`src/rtl/cnn_mul_arb_if.sv`:
```
// Request/result bundle for cnn_mul_arb: per-requester operands in, one product stream out.
interface cnn_mul_arb_if #(
  parameter int NREQ = 4,
  parameter int A_W  = 14,
  parameter int B_W  = 8,
  parameter int P_W  = A_W + B_W
);
  logic [NREQ-1:0]         req_valid;
  logic [NREQ-1:0]         req_ready;
  logic [NREQ*A_W-1:0]     req_a;
  logic [NREQ*B_W-1:0]     req_b;
  logic                    res_valid;
  logic                    res_ready;
  logic [$clog2(NREQ)-1:0] res_id;
  logic signed [P_W-1:0]   res_p;

  modport master (
    output req_valid, req_a, req_b, res_ready,
    input  req_ready, res_valid, res_id, res_p
  );

  modport slave (
    input  req_valid, req_a, req_b, res_ready,
    output req_ready, res_valid, res_id, res_p
  );
endinterface

```
`src/rtl/cnn_mul_arb.sv`:
```
// Round-robin arbiter sharing one signed multiplier among NREQ requesters.
// Define CNN_MUL_ARB_OUTREG_EN to add a registered output stage (latency +1).
module cnn_mul_arb #(
  parameter int NREQ = 4,
  parameter int A_W  = 14,
  parameter int B_W  = 8,
  parameter int P_W  = A_W + B_W
) (
  input  logic                ap_clk,
  input  logic                ap_rst_n,
  cnn_mul_arb_if.slave        bus,
  output logic [15:0]         op_count
);
  localparam int IDW = $clog2(NREQ);

  logic                  adv;
  logic                  any_valid;
  logic                  accept;
  logic                  res_valid;
  logic [IDW-1:0]        grant;
  logic [IDW-1:0]        idx;
  logic [NREQ-1:0]       ready;

  logic [IDW-1:0]        rr_ptr_q, rr_ptr_d;
  logic [15:0]           op_count_q, op_count_d;

  logic                  s1_valid_q;
  logic [IDW-1:0]        s1_id_q;
  logic signed [A_W-1:0] s1_a_q;
  logic signed [B_W-1:0] s1_b_q;

  logic                  s2_valid_q;
  logic [IDW-1:0]        s2_id_q;
  logic signed [P_W-1:0] s2_p_q;
  logic signed [P_W-1:0] prod;

  // Scan starts one past the last winner so the previous grantee is checked last.
  always_comb begin
    grant     = '0;
    any_valid = 1'b0;
    idx       = '0;
    for (int unsigned k = 1; k <= NREQ; k++) begin
      idx = rr_ptr_q + IDW'(k);
      if (!any_valid && bus.req_valid[idx]) begin
        grant     = idx;
        any_valid = 1'b1;
      end
    end
  end

  always_comb begin
    adv    = !res_valid || bus.res_ready;
    accept = any_valid && adv && ap_rst_n;
    ready  = '0;
    if (accept) ready[grant] = 1'b1;
    rr_ptr_d   = accept ? grant : rr_ptr_q;
    op_count_d = accept ? op_count_q + 16'd1 : op_count_q;
  end

  assign bus.req_ready = ready;
  assign op_count      = op_count_q;

  always_ff @(posedge ap_clk) begin
    if (!ap_rst_n) begin
      s1_valid_q <= 1'b0;
      s1_id_q    <= '0;
      s1_a_q     <= '0;
      s1_b_q     <= '0;
      rr_ptr_q   <= IDW'(NREQ - 1);
      op_count_q <= '0;
    end else if (adv) begin
      s1_valid_q <= accept;
      rr_ptr_q   <= rr_ptr_d;
      op_count_q <= op_count_d;
      if (accept) begin
        s1_id_q <= grant;
        s1_a_q  <= $signed(bus.req_a[int'(grant)*A_W +: A_W]);
        s1_b_q  <= $signed(bus.req_b[int'(grant)*B_W +: B_W]);
      end
    end
  end

  assign prod = P_W'(s1_a_q) * P_W'(s1_b_q);

  always_ff @(posedge ap_clk) begin
    if (!ap_rst_n) begin
      s2_valid_q <= 1'b0;
      s2_id_q    <= '0;
      s2_p_q     <= '0;
    end else if (adv) begin
      s2_valid_q <= s1_valid_q;
      if (s1_valid_q) begin
        s2_id_q <= s1_id_q;
        s2_p_q  <= prod;
      end
    end
  end

`ifdef CNN_MUL_ARB_OUTREG_EN
  logic                  s3_valid_q;
  logic [IDW-1:0]        s3_id_q;
  logic signed [P_W-1:0] s3_p_q;

  always_ff @(posedge ap_clk) begin
    if (!ap_rst_n) begin
      s3_valid_q <= 1'b0;
      s3_id_q    <= '0;
      s3_p_q     <= '0;
    end else if (adv) begin
      s3_valid_q <= s2_valid_q;
      if (s2_valid_q) begin
        s3_id_q <= s2_id_q;
        s3_p_q  <= s2_p_q;
      end
    end
  end

  assign res_valid  = s3_valid_q;
  assign bus.res_id = s3_id_q;
  assign bus.res_p  = s3_p_q;
`else
  assign res_valid  = s2_valid_q;
  assign bus.res_id = s2_id_q;
  assign bus.res_p  = s2_p_q;
`endif

  assign bus.res_valid = res_valid;
endmodule

```
`src/flat_wrapper.sv`:
```
// flat-port wrapper written by rule: the top's interface ports become plain ports
module cnn_mul_arb_flat 
#(
  parameter int NREQ = 4,
  parameter int A_W  = 14,
  parameter int B_W  = 8,
  parameter int P_W  = A_W + B_W
)
  (ap_clk, ap_rst_n, op_count, bus_req_valid, bus_req_a, bus_req_b, bus_res_ready, bus_req_ready, bus_res_valid, bus_res_id, bus_res_p);
  cnn_mul_arb_if #(.NREQ(NREQ), .A_W(A_W), .B_W(B_W), .P_W(P_W)) bus_i ();
  input  logic ap_clk;
  input  logic ap_rst_n;
  output logic [15:0] op_count;
  input wire logic [$bits(bus_i.req_valid)-1:0] bus_req_valid;
  input wire logic [$bits(bus_i.req_a)-1:0] bus_req_a;
  input wire logic [$bits(bus_i.req_b)-1:0] bus_req_b;
  input wire logic [$bits(bus_i.res_ready)-1:0] bus_res_ready;
  output wire logic [$bits(bus_i.req_ready)-1:0] bus_req_ready;
  output wire logic [$bits(bus_i.res_valid)-1:0] bus_res_valid;
  output wire logic [$bits(bus_i.res_id)-1:0] bus_res_id;
  output wire logic [$bits(bus_i.res_p)-1:0] bus_res_p;
  assign bus_i.req_valid = bus_req_valid;
  assign bus_i.req_a = bus_req_a;
  assign bus_i.req_b = bus_req_b;
  assign bus_i.res_ready = bus_res_ready;
  assign bus_req_ready = bus_i.req_ready;
  assign bus_res_valid = bus_i.res_valid;
  assign bus_res_id = bus_i.res_id;
  assign bus_res_p = bus_i.res_p;
  cnn_mul_arb #(.NREQ(NREQ), .A_W(A_W), .B_W(B_W), .P_W(P_W)) u_core (.ap_clk(ap_clk), .ap_rst_n(ap_rst_n), .bus(bus_i), .op_count(op_count));
endmodule
```
`config.mk`:
```
export PLATFORM = sky130hd
export DESIGN_NAME = cnn_mul_arb_flat
export DESIGN_NICKNAME = d
export VERILOG_FILES = /design/src/rtl/cnn_mul_arb_if.sv /design/src/rtl/cnn_mul_arb.sv /design/src/flat_wrapper.sv
export SDC_FILE = /design/constraint.sdc
export NUM_CORES = 1
export LEC_CHECK = 0
export ABC_CLOCK_PERIOD_IN_PS = 8900
export CAP_MARGIN = 10
export CORE_UTILIZATION = 45
export CTS_CLUSTER_SIZE = 30
export DETAILED_ROUTE_END_ITERATION = 12
export PLACE_DENSITY = 0.71
export SLEW_MARGIN = 20
export SYNTH_ARGS = -nofsm -noshare
export SYNTH_HDL_FRONTEND = slang
export SYNTH_SLANG_ARGS = --single-unit
```
`constraint.sdc`:
```
create_clock -name ap_clk -period 8.9 [get_ports ap_clk]
set_input_delay 1.78 -clock ap_clk [delete_from_list [all_inputs] [get_ports ap_clk]]
set_output_delay 1.78 -clock ap_clk [all_outputs]
set_load 0.02 [all_outputs]
```
==> results of run 1 <==
layer usage:
layer	track usage (%)	part of all wire, %	vias to the layer above
met5	0	0	-
met2	40.57	53	91
met4	6.090	1.6	0
met3	4.090	2.8	18
li1	-	-	2867
met1	26.87	42	2808
cell usage after synthesis (7+ instances only):
cell type	number	area share [%]
nand3_1	10	0.70
nor2_1	42	2.2
fa_1	91	25
a21oi_1	31	2.2
nand2_1	108	5.7
xnor2_1	19	2.3
clkbuf_1	26	1.4
o221ai_1	16	2.0
a21o_1	7	0.73
and2_1	62	5.4
o221ai_2	9	1.9
o21ai_0	13	0.91
xor2_1	11	1.3
o21ai_1	8	0.56
nand4_1	8	0.70
ha_1	42	7.3
dfxtp_1	68	19
inv_1	132	6.9
mux2i_1	46	6.4
nand2b_1	7	0.61
where the power goes:
part | total (mW) | switching [mW] | leakage (nW) | internal [mW]
clock network | 0.403 | 0.148 | 0.163 | 0.255
registers | 0.420 | 0.0693 | 0.558 | 0.350
logic | 0.827 | 0.453 | 3.35 | 0.375
flip-flops by register name, summed over array words and instances (netlist names):
signal and count:
u_core.rr_ptr_q 2, u_core.s1_valid_q 1, u_core.bus.res_valid 1, u_core.bus.res_p 22
u_core.s1_a_q 14, u_core.bus.res_id 2, u_core.op_count 16, u_core.s1_id_q 2
u_core.s1_b_q 8
cells by family after synthesis:
group	count (synthesis)
and+or+nand+nor	257
DFF	68
adders and majority gates	133
AOI/OAI and AO/OA	112
muxes	46
xor gates and xnor gates	30
buffers and inverters	172
critical path, cell delays in order:
cell             delay, ns
clkdlybuf4s50_1       0.48
nor2_1                0.29
a221o_2               0.70
buf_4                 0.47
nor2b_1               0.17
clkdlybuf4s50_1       0.62
worst paths after layout:
path                                                     endpoint  cells past startpoint                               from  slack [ns]
worst max-delay path                             bus_req_ready[0]                      6                   bus_req_valid[3]        2.58
worst min-delay path            u_core.bus.res_p[14]$_SDFFE_PN0P_                      2  u_core.bus.res_p[14]$_SDFFE_PN0P_        0.45
worst max register to register  u_core.bus.res_p[21]$_SDFFE_PN0P_                     15      u_core.s1_b_q[7]$_SDFFE_PN0P_        3.71
worst min register to register  u_core.bus.res_p[14]$_SDFFE_PN0P_                      2  u_core.bus.res_p[14]$_SDFFE_PN0P_        0.45
placed cells by master, fill, tap and decap left out, types with 3 or more instances in the layout:
master           synthesis  layout
clkdlybuf4s50_1          0     139
a311oi_1                 3       3
fa_1                    91      91
a211oi_1                 3       3
ha_1                    42      42
nor2_1                  42      42
mux2i_1                 46      46
xnor2_1                 19      19
a21oi_1                 31      31
o21ai_1                  8       8
o211ai_1                 4       4
a31oi_1                  3       3
nor2b_1                  5       5
buf_4                    0       4
nand4_1                  8       8
o221ai_2                 9       9
nand3_1                 10      10
o221ai_1                16      16
o21ai_0                 13      13
inv_1                  132     132
nand2_1                108     108
dfxtp_1                 68      68
xor2_1                  11      11
nand2b_1                 7       7
clkinv_4                 0       3
and3_1                   3       3
a21o_1                   7       7
clkbuf_16                0       9
or3_1                    6       6
and2_1                  62      62
area by class of cell:
class | count | area share [%]
sequential | 68 | 15.13
multi-input combinational | 578 | 56.89
timing repair buffer | 143 | 15.79
clock inverter | 6 | 1.057
inverter | 133 | 5.547
tap | 211 | 2.933
clock buffer | 10 | 2.655
through the flow:
stage	area, sq um	utilization [%]	worst slack [ns]
floorplan	7163	-	4.037
global placement	8666	56.38	2.603
detailed placement	8666	56.38	2.569
CTS	9000	58.55	2.560
global route	9000	58.55	2.405
finish	9000	58.55	2.582
==> results.md, run 1 <==
- Outcome: finished, final reports clean
- First-pass GRT wire length: 28.69 mm
- Design Power: 1.650 mW
- DRT Pass-1 Iters: 6
- Site Rows: 45
- Max clock buf depth: 2
- Crit path time final: 6.318 ns
- Global route overflow: 0
- Hold Crit Class: reg -> reg
- Layout cell share with drive strength beyond 1: 3.731%
- Clock H-tree levels: 3
- Syn avg cell area: 8.757 sq um
- Slew Limit Fails: 0
- Clock Sink Count: 68
- Root Driver: clkbuf_16
- DR iter-0 viols: 208
- Fin Setup TNS: 0 ns
- Post-CTS Setup Bufs: 0
- Post-synthesis compound-gate area fraction: 11.48%
- Sequential fraction of the synthesis area: 19.00%
- Drt drc: 0
- Hold_buf cts: 0
- Fin crit share: 70.98%
- Die ar.: 0.01643 sq mm
- Largest net degree at the start of global routing: 39
- Initial antenna violation count: 0
- Die Wd: 128.2 um
- Area grow syn2layout: 25.64%
- TritonCTS buffer count: 9
- Pwr Density: 183.4 mW/mm^2
- Final Hold Fails: 0
- GP Congestion: 0.7930
- Leakage power: 4.070 nW
- Fin cells: 1,149
- Register area: 0.001361 sq mm
- Most used DFF post-synth: dfxtp_1
- Yosys reg bits: 68
- Vias in the first global route: 6,025
- Syn Nets: 1,046
- Hold Slack: 0.4512 ns
- Startpoint Class: primary input
- Chip height: 128.2 um
- Slew @ Worst Pin: 1.039 ns
- Worst IR Drop VDD: 97.71 uV
- CP Max Fanout: 27
- Distinct cells, synth: 46
- Placed cells: 1,133
- Tot GR Track Use: 22.31%
- Wire per inst: 14.22 um
- Final wirelength: 16.34 mm
- Via count: 5,784
- Mapped Area: 0.007163 sq mm
- Multi-input logic area: 0.005120 sq mm
- Max-slew headroom: 30.72%
- Post-cts resize count: 0
- Buffers on Ports: 139
- RSZ-0062 raised after global routing: no
- Synthesis Warnings: 0
- # diodes: 0
- Clock Skew: 0.01092 ns
- Vias per std cell: 5.034
- Core region area: 0.01537 sq mm
- Number of synthesized flops with an enable pin: 0
- Initial Util: 46.60%
- Worst endpoint required time: 7.12 ns
- Remaining antenna violation count: 0
- FFs w/ async S/R, synth: 0%
- Nets: 1,161
- Data arrival, critical path: 4.54 ns
- Setup crit end kind: output pin
- Post-Synth Simple-Gate Area: 17.12%
- CTS tree: yes
- Post-DP HPWL: 13.04 mm
- Final setup fails: 0
- Adder-Cell Fraction of Synth Area: 32.77%
- Filler instances: 1,402
- Largest family of logic cells by synthesized area: adder cells
- Critical path class: in -> out
- Synth Area in XOR/XNOR: 3.668%
- Peak Freq: 158.3 MHz
- Clk_lat worst skew: 0.35 ns
- Mux share of post-synthesis cell area: 6.428%
- Worst-path clk slew: 0.06 ns
- Synth Instances: 818
- # IOs: 140
- Maxcap violations: 0
(Power assumes the default switching activity.)
==> inputs of run 2 (changes only) <==
--- a/config.mk
+++ b/config.mk
@@ -5,12 +5,12 @@
 export SDC_FILE = /design/constraint.sdc
 export NUM_CORES = 1
 export LEC_CHECK = 0
-export ABC_CLOCK_PERIOD_IN_PS = 8900
+export ABC_CLOCK_PERIOD_IN_PS = 5800
 export CAP_MARGIN = 10
 export CORE_UTILIZATION = 45
 export CTS_CLUSTER_SIZE = 30
 export DETAILED_ROUTE_END_ITERATION = 12
-export PLACE_DENSITY = 0.71
+export PLACE_DENSITY = 0.74
 export SLEW_MARGIN = 20
 export SYNTH_ARGS = -nofsm -noshare
 export SYNTH_HDL_FRONTEND = slang
==> constraint.sdc (replaced) <==
create_clock -name ap_clk -period 5.8 [get_ports ap_clk]
set_input_delay 1.16 -clock ap_clk [delete_from_list [all_inputs] [get_ports ap_clk]]
set_output_delay 1.16 -clock ap_clk [all_outputs]
set_load 0.02 [all_outputs]
==> run 2 against run 1 <==
Against the previous run: via count is 1.5% higher; sequential cell count unchanged; die area unchanged; core utilization did not move; highest routed layer unchanged; register-to-register slack worse by 2.9 ns; critical path type is now reg -> reg.
==> results.md, run 2 (same netlist as run 1, synthesis figures left out) <==
- Nets: 1,164
- Area grow syn2layout: 25.64%
- Slew Limit Fails: 0
- Commonest non-fill, non-tap cell in the layout: clkdlybuf4s50_1
- First-pass GRT wire length: 28.31 mm
- Vias per std cell: 5.095
- Fin cells: 1,152
- R2r setup slk: 0.82 ns
- Worst-path clk slew: 0.06 ns
- Max-slew headroom: 52.30%
- Pwr Density: 278.7 mW/mm^2
- Wire per inst: 14.34 um
- Leakage power: 4.069 nW
- Fin crit share: 85.90%
- Hold Crit Class: reg -> reg
- Initial antenna violation count: 0
- CTS tree: yes
- Layout cell share with drive strength beyond 1: 4.038%
- TritonCTS buffer count: 9
- GP Congestion: 0.8047
- Largest register FFs: 22
- Startpoint Class: register
- DRT Pass-1 Iters: 6
- Crit path time final: 4.982 ns
- Outcome: finished, final reports clean
- RSZ-0062 raised after global routing: no
- Hold Path Depth: 2
- Core region area: 0.01537 sq mm
- Final setup fails: 0
- Drt drc: 0
- Worst R2R Start: u_core.s1_b_q[7]$_SDFFE_PN0P_
- Root Driver: clkbuf_16
- Die Wd: 128.2 um
- Buffers on Ports: 139
- Chip height: 128.2 um
- DR iter-0 viols: 374
- Maxcap violations: 0
- Fin Setup TNS: 0 ns
- Clock H-tree levels: 3
- Critical path class: reg -> reg
- Worst endpoint required time: 6.04 ns
- FF-to-FF End: u_core.bus.res_p[21]$_SDFFE_PN0P_
- Slew @ Worst Pin: 0.7138 ns
- Clock Sink Count: 68
- Setup crit end kind: register
- Via count: 5,869
- Multi-input logic area: 0.005120 sq mm
- Global route overflow: 0
- CP Max Fanout: 10
- Largest net degree at the start of global routing: 39
- Tot GR Track Use: 22.05%
- Data arrival, critical path: 5.22 ns
- Commonest non-fill, non-tap cells in the layout: 139 x clkdlybuf4s50_1, 132 x inv_1, 108 x nand2_1, 91 x fa_1, 68 x dfxtp_1
- Clk_lat worst skew: 0.35 ns
- Placed cells: 1,136
- Worst IR Drop VDD: 204.8 uV
- # IOs: 140
- Post-CTS Setup Bufs: 0
- Reg2Reg Depth: 15
- Hold EP: u_core.bus.res_p[15]$_SDFFE_PN0P_
- Vias in the first global route: 6,038
- Clock Skew: 0.01013 ns
- # diodes: 0
- Site Rows: 45
- Initial Util: 46.60%
- Post-DP HPWL: 13.09 mm
- Peak Freq: 200.7 MHz
- Remaining antenna violation count: 0
- Max clock buf depth: 2
- Final Hold Fails: 0
- Post-cts resize count: 0
- Hold Path Origin: u_core.bus.res_p[15]$_SDFFE_PN0P_
- Filler instances: 1,400
- Hold_buf cts: 0
- Final wirelength: 16.52 mm
- Register area: 0.001361 sq mm
- Die ar.: 0.01643 sq mm
run 2: metal layers:
layer | routed length, um | GRT usage, %
met3 | 492 | 3.506
met1 | 6925 | 25.45
met4 | 309 | 6.920
met2 | 8795 | 41.43
met5 | 0 | 0
run 2: cell type report:
| cell class | instances | area share [%] |
|---|---|---|
| multi-input combinational | 578 | 56.89 |
| tap | 211 | 2.933 |
| sequential | 68 | 15.13 |
| timing repair buffer | 146 | 16.04 |
| inverter | 133 | 5.547 |
| clock inverter | 5 | 0.6534 |
| clock buffer | 11 | 2.808 |
run 2: worst max path at each step:
stage | from | to | depth (start not counted) | slack [ns]
final | u_core.s1_b_q[7]$_SDFFE_PN0P_ | u_core.bus.res_p[21]$_SDFFE_PN0P_ | 15 | 0.82
after global routing | u_core.s1_b_q[7]$_SDFFE_PN0P_ | u_core.bus.res_p[21]$_SDFFE_PN0P_ | 15 | 0.49
after CTS | u_core.s1_b_q[7]$_SDFFE_PN0P_ | u_core.bus.res_p[21]$_SDFFE_PN0P_ | 14 | 0.83
after detailed placement | u_core.s1_b_q[7]$_SDFFE_PN0P_ | u_core.bus.res_p[21]$_SDFFE_PN0P_ | 14 | 0.84
after global placement | u_core.s1_b_q[7]$_SDFFE_PN0P_ | u_core.bus.res_p[21]$_SDFFE_PN0P_ | 14 | 0.96
after floorplan | u_core.s1_b_q[7]$_SDFFE_PN0P_ | u_core.bus.res_p[21]$_SDFFE_PN0P_ | 14 | 1.18
run 2: worst max-delay path, stage by stage (launching register included):
cell and delay [ns]:
dfxtp_1 0.45, clkinv_1 0.35, nor2_1 0.25, fa_1 0.45
fa_1 0.53, fa_1 0.55, inv_1 0.06, fa_1 0.53
inv_1 0.04, ha_1 0.36, o211ai_1 0.14, o211ai_1 0.26
nand4_1 0.26, o21ai_2 0.27, a311oi_1 0.12, a221o_1 0.27
run 2: per-stage QoR:
stage,utilization (%),hold slack (ns),power [mW],cell area [sq um],worst slack [ns]
final,58.55,0.4499,2.509,9000,0.8178
after global routing,58.55,0.4734,2.739,9000,0.4944
after CTS,58.55,0.4516,2.537,9000,0.8330
after detailed placement,56.52,0.4440,1.948,8688,0.8429
after global placement,56.52,0.4415,1.924,8688,0.9596
after floorplan,-,0.4288,1.565,7163,1.178
run 2: power breakdown:
group / total (mW) / switching, mW / internal, mW
Clock: 0.578 / 0.221 / 0.357
Sequential: 0.639 / 0.101 / 0.538
Combinational: 1.29 / 0.711 / 0.580
